$ cat src/rtl/instr_fetch_unit.sv
// Fetch stage: owns the program counter, fetches one instruction at a time
// over a req/gnt/rvalid memory port, and hands it to decode with valid/ready.
// Branch/jump redirects are accepted in any state; an in-flight or held
// fetch is discarded when they arrive.
module instr_fetch_unit #(
  parameter int unsigned           ADDR_WIDTH   = 32,
  parameter logic [ADDR_WIDTH-1:0] RESET_PC     = '0,
  parameter int unsigned           OPCODE_WIDTH = 6
) (
  input  logic                    clk,
  input  logic                    rst_n,
  // instruction memory port
  output logic                    imem_req,
  output logic [ADDR_WIDTH-1:0]   imem_addr,
  input  logic                    imem_gnt,
  input  logic                    imem_rvalid,
  input  logic [31:0]             imem_rdata,
  // control-flow redirect
  input  logic                    redirect_valid,
  input  logic [ADDR_WIDTH-1:0]   redirect_pc,
  // decode handshake
  output logic                    out_valid,
  input  logic                    out_ready,
  output logic [31:0]             out_instr,
  output logic [ADDR_WIDTH-1:0]   out_pc,
  output logic [OPCODE_WIDTH-1:0] out_opcode,
  output logic [5:0]              out_funct
);

  // REQ : request presented at pc_q, waiting for grant
  // WAIT: granted, waiting for the response that will be kept
  // DROP: one response still owed by memory but it is stale; swallow it
  // HOLD: instruction presented to decode, waiting for out_ready
  localparam logic [1:0] ST_REQ  = 2'd0;
  localparam logic [1:0] ST_WAIT = 2'd1;
  localparam logic [1:0] ST_DROP = 2'd2;
  localparam logic [1:0] ST_HOLD = 2'd3;

  logic [1:0]            state_q, state_d;
  logic [ADDR_WIDTH-1:0] pc_q, pc_d;
  logic [ADDR_WIDTH-1:0] out_pc_q, out_pc_d;
  logic [31:0]           out_instr_q, out_instr_d;

  logic [ADDR_WIDTH-1:0] redirect_tgt;
  logic [ADDR_WIDTH-1:0] pc_inc;
  logic                  unused_redirect_lsbs;

  // Targets are forced word aligned; the low bits are deliberately dropped.
  assign redirect_tgt         = {redirect_pc[ADDR_WIDTH-1:2], 2'b00};
  assign unused_redirect_lsbs = ^redirect_pc[1:0];
  // Natural modulo-2^ADDR_WIDTH wrap of the sequential fetch address.
  assign pc_inc               = pc_q + ADDR_WIDTH'(4);

  // Next-state, PC and output-register update for the fetch FSM.
  always_comb begin
    // NOTE: every variable gets its hold value first so no path leaves it
    // unassigned; otherwise synthesis would infer a latch.
    state_d     = state_q;
    pc_d        = pc_q;
    out_pc_d    = out_pc_q;
    out_instr_d = out_instr_q;

    case (state_q)
      ST_REQ: begin
        if (redirect_valid) begin
          pc_d    = redirect_tgt;
          // A grant in the same cycle means memory now owes us a stale word.
          state_d = imem_gnt ? ST_DROP : ST_REQ;
        end else if (imem_gnt) begin
          state_d = ST_WAIT;
        end
      end
      ST_WAIT: begin
        if (redirect_valid) begin
          pc_d    = redirect_tgt;
          state_d = imem_rvalid ? ST_REQ : ST_DROP;
        end else if (imem_rvalid) begin
          out_instr_d = imem_rdata;
          out_pc_d    = pc_q;
          pc_d        = pc_inc;
          state_d     = ST_HOLD;
        end
      end
      ST_DROP: begin
        if (redirect_valid) pc_d = redirect_tgt;
        if (imem_rvalid)    state_d = ST_REQ;
      end
      ST_HOLD: begin
        // Redirect wins over out_ready: the held instruction is killed.
        if (redirect_valid) begin
          pc_d    = redirect_tgt;
          state_d = ST_REQ;
        end else if (out_ready) begin
          state_d = ST_REQ;
        end
      end
      default: state_d = ST_REQ;
    endcase
  end

  // State and datapath registers.
  always_ff @(posedge clk or negedge rst_n) begin
    if (!rst_n) begin
      state_q     <= ST_REQ;
      pc_q        <= RESET_PC;
      out_pc_q    <= '0;
      out_instr_q <= '0;
    end else begin
      // NOTE: non-blocking assignments so every register samples the
      // pre-edge values regardless of statement order.
      state_q     <= state_d;
      pc_q        <= pc_d;
      out_pc_q    <= out_pc_d;
      out_instr_q <= out_instr_d;
    end
  end

  // The reset state is REQ, but no request may be raised while reset is held.
  assign imem_req   = rst_n & (state_q == ST_REQ);
  assign imem_addr  = pc_q;
  assign out_valid  = (state_q == ST_HOLD);
  assign out_instr  = out_instr_q;
  assign out_pc     = out_pc_q;
  assign out_opcode = out_instr_q[31 -: OPCODE_WIDTH];
  assign out_funct  = out_instr_q[5:0];

endmodule
$ cat config.mk
export PLATFORM = sky130hd
export DESIGN_NAME = instr_fetch_unit
export DESIGN_NICKNAME = d
export VERILOG_FILES = /design/src/rtl/instr_fetch_unit.sv
export SDC_FILE = /design/constraint.sdc
export NUM_CORES = 1
export LEC_CHECK = 0
export ABC_AREA = 1
export CORE_MARGIN = 5
export CORE_UTILIZATION = 41
export CTS_CLUSTER_DIAMETER = 40
export CTS_CLUSTER_SIZE = 16
export DETAILED_ROUTE_END_ITERATION = 12
export PLACE_DENSITY_LB_ADDON = 0.2
export SETUP_SLACK_MARGIN = 0.15
export SYNTH_ARGS = -nofsm -noshare
export SYNTH_HDL_FRONTEND = slang
export SYNTH_SLANG_ARGS = --single-unit
$ cat constraint.sdc
create_clock -name clk -period 1.35 [get_ports clk]
set_input_delay 0.2025 -clock clk [delete_from_list [all_inputs] [get_ports clk]]
set_output_delay 0.2025 -clock clk [all_outputs]
set_load 0.02 [all_outputs]
Word level (Yosys, flattened, before mapping)
Index checks and enable logic that the tools add are counted.
W data, S select, Z words.
{"block": "totals", "reg_bits": 98, "in_bits": 70, "output_inout_bits": 110, "elab_cells": 34}
{"block": "classes", "addsub": 1, "eq_ne": 8, "mux": 14, "bitwise_logic": 2, "reduce_logical": 5}
{"cell": "$mux W32", "n": 3}
{"cell": "$pmux W32 S2", "n": 1}
{"cell": "$add A32 B3 Y32 const B", "n": 1}
{"cell": "$mux W2", "n": 9}
{"cell": "$pmux W2 S4", "n": 1}
{"cell": "$ne A3 B3 Y1 const B", "n": 2}
{"cell": "$eq A2 B2 Y1 const B", "n": 2}
{"cell": "$reduce_and A4 Y1", "n": 1}
{"cell": "$ne A3 B2 Y1 const B", "n": 1}
{"cell": "$reduce_and A3 Y1", "n": 1}
{"cell": "$reduce_or A3 Y1", "n": 1}
{"cell": "$eq A2 B1 Y1 const B", "n": 1}
{"cell": "$logic_not A2 Y1", "n": 1}
{"cell": "$ne A2 B1 Y1 const B", "n": 1}
{"cell": "$ne A2 B2 Y1 const B", "n": 1}
{"cell": "$reduce_and A2 Y1", "n": 1}
{"cell": "$and A1 B1 Y1", "n": 1}
{"cell": "$not A1 Y1", "n": 1}

Logic depth before layout (Yosys ltp)
{"block": "logic_depth", "ltp_word": 4, "ltp_mapped": 10, "ltp_nobuf": 10}

Worst setup path before layout
No wires, ideal clock.
{"block": "synth_timing", "kind": "reg2reg", "startpoint": "reg pc_q[3] (netlist: imem_addr[3])", "endpoint": "reg pc_q[14] (netlist: imem_addr[14])", "t_arrival_ns": 1.442, "required_ns": 1.237, "setup_slack_ns": -0.205, "stages_incl_launch_ff": 11, "path_buffers": 0, "synth_period_minus_slack_ns": 1.555, "path_cell_list": "dfrtp_1 ha_1 nand2_1 nor2_2 nand2_1 nor2_1 nand3_1 o21ai_0 nand2_1 nand2_1 inv_1"}
{"block": "synth_via", "elab_chain_cells": 4}
{"item": "start, declared", "line": "40", "rtl": "logic [ADDR_WIDTH-1:0] pc_q, pc_d;"}
{"item": "start signal, assigned", "line": "112", "rtl": "pc_q <= pc_d;"}
{"item": "$add A32 B3 Y32", "line": "52", "rtl": "assign pc_inc = pc_q + ADDR_WIDTH'(4);"}
{"item": "$mux W32", "line": "77", "rtl": "end else if (imem_rvalid) begin"}
{"item": "$mux W32", "line": "74", "rtl": "if (redirect_valid) begin"}
{"item": "$pmux W32 S2", "line": "63", "rtl": "case (state_q)"}
No other way between the ends. The select of a mux whose other input is x is not followed.
A chain may end at the register's enable or synchronous reset.

Worst setup path after layout
{"block": "layout_timing", "startpoint": "reg state_q[1]", "endpoint": "reg out_instr_q[12] (netlist: out_instr[12])"}
{"block": "layout_via", "elab_chain_cells": 2}
{"item": "start, declared", "line": "39", "rtl": "logic [1:0] state_q, state_d;"}
{"item": "start signal, assigned", "line": "111", "rtl": "state_q <= state_d;"}
{"item": "$eq A2 B1 Y1", "line": "63"}
{"item": "$reduce_and A3 Y1 (no source line)"}
{"item": "end signal, assigned", "line": "114", "rtl": "out_instr_q <= out_instr_d;"}
{"item": "end, declared", "line": "42", "rtl": "logic [31:0] out_instr_q, out_instr_d;"}
No other way between the ends.

==> impl_results.html <==
<table>
<tr><th>Metric</th><th>Value</th></tr>
<tr><th colspan="2">Final layout</th></tr>
<tr><td>Area overhead of the layout relative to synthesis</td><td>74.2%</td></tr>
<tr><td>Antenna Cells</td><td>0</td></tr>
<tr><td>Fraction of final layout cells sized beyond drive strength 1</td><td>0.536</td></tr>
<tr><td>Most common cell after layout, fill and taps aside</td><td>sky130_fd_sc_hd__nand2_1</td></tr>
<tr><td>Net total in the final layout</td><td>947</td></tr>
<tr><td>Commonest non-fill, non-tap cells in the layout</td><td>sky130_fd_sc_hd__nand2_1, sky130_fd_sc_hd__buf_2, sky130_fd_sc_hd__dfrtp_1</td></tr>
<tr><td>Number of inserted filler cells in the final layout</td><td>906</td></tr>
<tr><th colspan="2">Drt</th></tr>
<tr><td>DRC marker count from the first detailed-route iteration</td><td>336</td></tr>
<tr><td>Detailed-route wire length per cell</td><td>18.2 µm</td></tr>
<tr><td>Detailed-route DRC error count</td><td>0</td></tr>
<tr><td>DRT Pass-1 Iters</td><td>8</td></tr>
<tr><td>Routed Wire Length</td><td>19.1 mm</td></tr>
<tr><td>Via density per instance</td><td>5.03</td></tr>
<tr><td>Total number of vias</td><td>5,270</td></tr>
<tr><td>Remaining number of nets flagged by the antenna check after routing</td><td>0</td></tr>
<tr><th colspan="2">Worst setup path</th></tr>
<tr><td>Critical Path RT</td><td>1.59 ns</td></tr>
<tr><td>Slack of the worst reg-to-reg path</td><td>-0.17 ns</td></tr>
<tr><td>Endpoint kind of the worst setup timing path</td><td>register</td></tr>
<tr><td>Endpoint of the worst register-to-register path</td><td>out_instr[12]</td></tr>
<tr><td>Startpoint class of the critical path</td><td>register</td></tr>
<tr><td>Worst r2r src</td><td>state_q[1]</td></tr>
<tr><td>Critical path start-end classification</td><td>reg -&gt; reg</td></tr>
<tr><td>Worst Path Arrival</td><td>1.75 ns</td></tr>
<tr><td>Worst Reg2Reg Path Length in Cells</td><td>6</td></tr>
<tr><td>Largest fanout on the critical path</td><td>8</td></tr>
<tr><th colspan="2">Floorplanning</th></tr>
<tr><td>Total number of placement rows</td><td>40</td></tr>
<tr><td>Starting density of the core</td><td>0.419</td></tr>
<tr><td>Area of the die</td><td>14,700 µm²</td></tr>
<tr><td>Total core area</td><td>12,100 µm²</td></tr>
<tr><td>Chip Width</td><td>121 µm</td></tr>
<tr><td>Top Ports</td><td>180</td></tr>
<tr><td>Height of the die</td><td>121 µm</td></tr>
<tr><th colspan="2">Global route</th></tr>
<tr><td>Congestion Overflow GR</td><td>0</td></tr>
<tr><td>Number of global-route vias before repair</td><td>5,245</td></tr>
<tr><td>Global Route Usage Sum</td><td>0.241</td></tr>
<tr><td>Initial antenna violation count</td><td>0</td></tr>
<tr><td>Maximum number of pins on one net before global-route repair</td><td>42</td></tr>
<tr><td>First-pass GRT wire length</td><td>27.7 mm</td></tr>
<tr><th colspan="2">Timing</th></tr>
<tr><td>Final count of pins violating max slew</td><td>0</td></tr>
<tr><td>Worst-case setup margin in the final layout</td><td>-0.166 ns</td></tr>
<tr><td>Final setup TNS</td><td>-10.69 ns</td></tr>
<tr><td>RSZ-0062 raised after global routing</td><td>true</td></tr>
<tr><td>Minimum clock period after layout</td><td>1.52 ns</td></tr>
<tr><td>Final Setup Violations</td><td>95</td></tr>
<tr><td>Hold Fails Final Rpt</td><td>23</td></tr>
<tr><td>Maximum operating frequency</td><td>660 MHz</td></tr>
<tr><td>Final-layout worst hold slack</td><td>-0.105 ns</td></tr>
<tr><td>Clock Skew</td><td>0.00676 ns</td></tr>
<tr><td>Share of the clock period used by the worst path after layout</td><td>1.12</td></tr>
<tr><th colspan="2">Worst hold path</th></tr>
<tr><td>Worst min-delay path category</td><td>in -&gt; async</td></tr>
<tr><th colspan="2">Yosys</th></tr>
<tr><td>Warning count from the yosys run</td><td>0</td></tr>
<tr><td>Sequential element share of the synthesized area</td><td>0.465</td></tr>
<tr><td>Synthesized area per cell</td><td>8.44 µm²</td></tr>
<tr><td>Gate Count Post-Synth</td><td>599</td></tr>
<tr><td>Number of distinct standard cells referenced by the synthesized netlist</td><td>32</td></tr>
<tr><td>Register bit count reported by yosys</td><td>94</td></tr>
<tr><td>Cell Area, Synth</td><td>5060 µm²</td></tr>
<tr><th colspan="2">Placement</th></tr>
<tr><td>Routability Congestion</td><td>0.897</td></tr>
<tr><td>Count of port buffers added during placement</td><td>173</td></tr>
<tr><td>Post-DP HPWL</td><td>12.5 mm</td></tr>
<tr><th colspan="2">Power and ir drop</th></tr>
<tr><td>Post-layout power</td><td>17,500 µW</td></tr>
<tr><td>Reported leakage power</td><td>0.00426 µW</td></tr>
<tr><td>Power per Cell Area</td><td>1980 nW/µm²</td></tr>
<tr><td>Worst IR Drop VDD</td><td>1070 µV</td></tr>
<tr><th colspan="2">CTS</th></tr>
<tr><td>Root Buffer</td><td>sky130_fd_sc_hd__clkbuf_16</td></tr>
<tr><td>Number of clock buffers inserted by TritonCTS</td><td>9</td></tr>
<tr><td>Clock slew at the register clock pins of the worst setup and hold paths</td><td>0.07 ns</td></tr>
<tr><td>Latest clock arrival within the worst-skew pair</td><td>0.35 ns</td></tr>
<tr><td>H-tree lvl count</td><td>3</td></tr>
<tr><td>Clk sinks</td><td>94</td></tr>
<tr><td>CTS tree</td><td>done</td></tr>
<tr><td>Buffer depth of the longest clock path</td><td>2</td></tr>
<tr><th colspan="2">Outcome</th></tr>
<tr><td>Violated checks</td><td>negative hold slack, negative setup slack</td></tr>
<tr><td>Run status</td><td>finished with violations</td></tr>
<tr><th colspan="2">Job</th></tr>
<tr><td>Max-cap violations</td><td>0</td></tr>
</table>
-- power breakdown --
group | leakage (µW) | internal (µW) | total [µW] | switching (µW)
Clock | 0.000128 | 1280 | 2370 | 1090
Combinational | 0.00302 | 4700 | 9930 | 5230
Sequential | 0.00111 | 4060 | 5150 | 1090
Total | 0.00426 | 10000 | 17500 | 7410
-- how the worst max path moves through the flow --
stage / start / end / cells after the start / slack, ns
5_1_grt: imem_addr[3] / imem_addr[14] / 10 / -0.29
3_5_place_dp: redirect_valid / imem_addr[12] / 8 / -0.38
6_report: state_q[1] / out_instr[12] / 6 / -0.17
2_1_floorplan: imem_addr[3] / imem_addr[14] / 10 / -0.05
4_1_cts: state_q[1] / imem_req / 5 / -0.11
3_3_place_gp: redirect_valid / imem_addr[10] / 7 / -0.36
-- through the flow --
step,cell area (µm²),util,cells,setup WS (ns)
global route,8810,0.730,1047,-0.290
floorplan,5230,-,602,-0.0515
finish,8810,0.730,1047,-0.166
CTS,8110,0.673,1018,-0.111
global placement,7450,0.617,977,-0.355
detailed placement,7450,0.617,977,-0.383
-- cell type report --
class / instances / area, µm² / area share
Clock buffer: 11 / 243 / 0.0276
Clock inverter: 3 / 21.3 / 0.00241
Inverter: 48 / 188 / 0.0213
Multi-Input combinational cell: 424 / 2940 / 0.333
Sequential cell: 94 / 2390 / 0.271
Tap cell: 168 / 210 / 0.0239
Timing Repair Buffer: 299 / 2830 / 0.321
-- flip-flops by register name, indices dropped and copies added, names as in the netlist --
register / count
state_q: 2
imem_addr: 30
out_pc: 30
out_instr: 32
-- critical path, stage by stage, from the launching register on --
cell and delay (ns):
sky130_fd_sc_hd__dfrtp_1 0.40, sky130_fd_sc_hd__inv_2 0.10, sky130_fd_sc_hd__nand2_4 0.07, sky130_fd_sc_hd__nor2_8 0.16, sky130_fd_sc_hd__nand2_8 0.15, sky130_fd_sc_hd__clkbuf_16 0.21, sky130_fd_sc_hd__mux2_4 0.30
-- cells in the mapped netlist --
library cell / n / area share
sky130_fd_sc_hd__a211oi_1: 2 / 0.0030
sky130_fd_sc_hd__a21boi_2: 1 / 0.0022
sky130_fd_sc_hd__a21oi_1: 12 / 0.012
sky130_fd_sc_hd__a31oi_1: 1 / 0.0012
sky130_fd_sc_hd__buf_2: 8 / 0.0079
sky130_fd_sc_hd__buf_4: 18 / 0.027
sky130_fd_sc_hd__buf_6: 6 / 0.013
sky130_fd_sc_hd__clkbuf_1: 4 / 0.0030
sky130_fd_sc_hd__conb_1: 1 / 0.00074
sky130_fd_sc_hd__dfrtp_1: 94 / 0.47
sky130_fd_sc_hd__ha_1: 1 / 0.0025
sky130_fd_sc_hd__inv_1: 45 / 0.033
sky130_fd_sc_hd__inv_2: 3 / 0.0022
sky130_fd_sc_hd__mux2_4: 35 / 0.10
sky130_fd_sc_hd__nand2_1: 176 / 0.13
sky130_fd_sc_hd__nand2_2: 2 / 0.0025
sky130_fd_sc_hd__nand2_4: 2 / 0.0045
sky130_fd_sc_hd__nand3_1: 36 / 0.036
sky130_fd_sc_hd__nand3b_1: 2 / 0.0030
sky130_fd_sc_hd__nand4_1: 3 / 0.0037
sky130_fd_sc_hd__nor2_1: 75 / 0.056
sky130_fd_sc_hd__nor2_2: 2 / 0.0025
sky130_fd_sc_hd__nor2_8: 3 / 0.012
sky130_fd_sc_hd__nor3_1: 1 / 0.00099
sky130_fd_sc_hd__o211ai_1: 1 / 0.0015
sky130_fd_sc_hd__o21ai_0: 45 / 0.045
sky130_fd_sc_hd__o21ai_1: 1 / 0.00099
sky130_fd_sc_hd__o21bai_1: 1 / 0.0015
sky130_fd_sc_hd__o22ai_1: 7 / 0.0087
sky130_fd_sc_hd__o31ai_1: 1 / 0.0015
sky130_fd_sc_hd__or2_2: 8 / 0.0099
sky130_fd_sc_hd__xor2_1: 2 / 0.0035
-- repair_timing --
action,in CTS,in global routing
cloned,4,8
setup endpoints to repair,200,145
pin swaps,25,31
resized for setup,537,183
endpoints found under the hold margin,23,23
buffers inserted,23,21
-- layer usage --
| metal | track usage | up-vias | wire, µm |
|---|---|---|---|
| met3 | 0.0415 | 39 | 1150 |
| met5 | 0 | - | 0 |
| met2 | 0.399 | 195 | 9440 |
| li1 | - | 2466 | - |
| met1 | 0.319 | 2570 | 8110 |
| met4 | 0.0800 | 0 | 388 |
-- logic make-up (layout without fill, tap and decap cells) --
kind of cell | after synthesis | count (layout) | synth area share
compound gates | 72 | 72 | 0.0769
xor+xnor | 2 | 2 | 0.00346
fa+ha+maj | 1 | 1 | 0.00247
buf+inv | 84 | 361 | 0.0866
flops | 94 | 94 | 0.465
mux | 35 | 35 | 0.104
other cells | 1 | 4 | 0.000741
simple gates | 310 | 310 | 0.261
(Power assumes the default switching activity.)
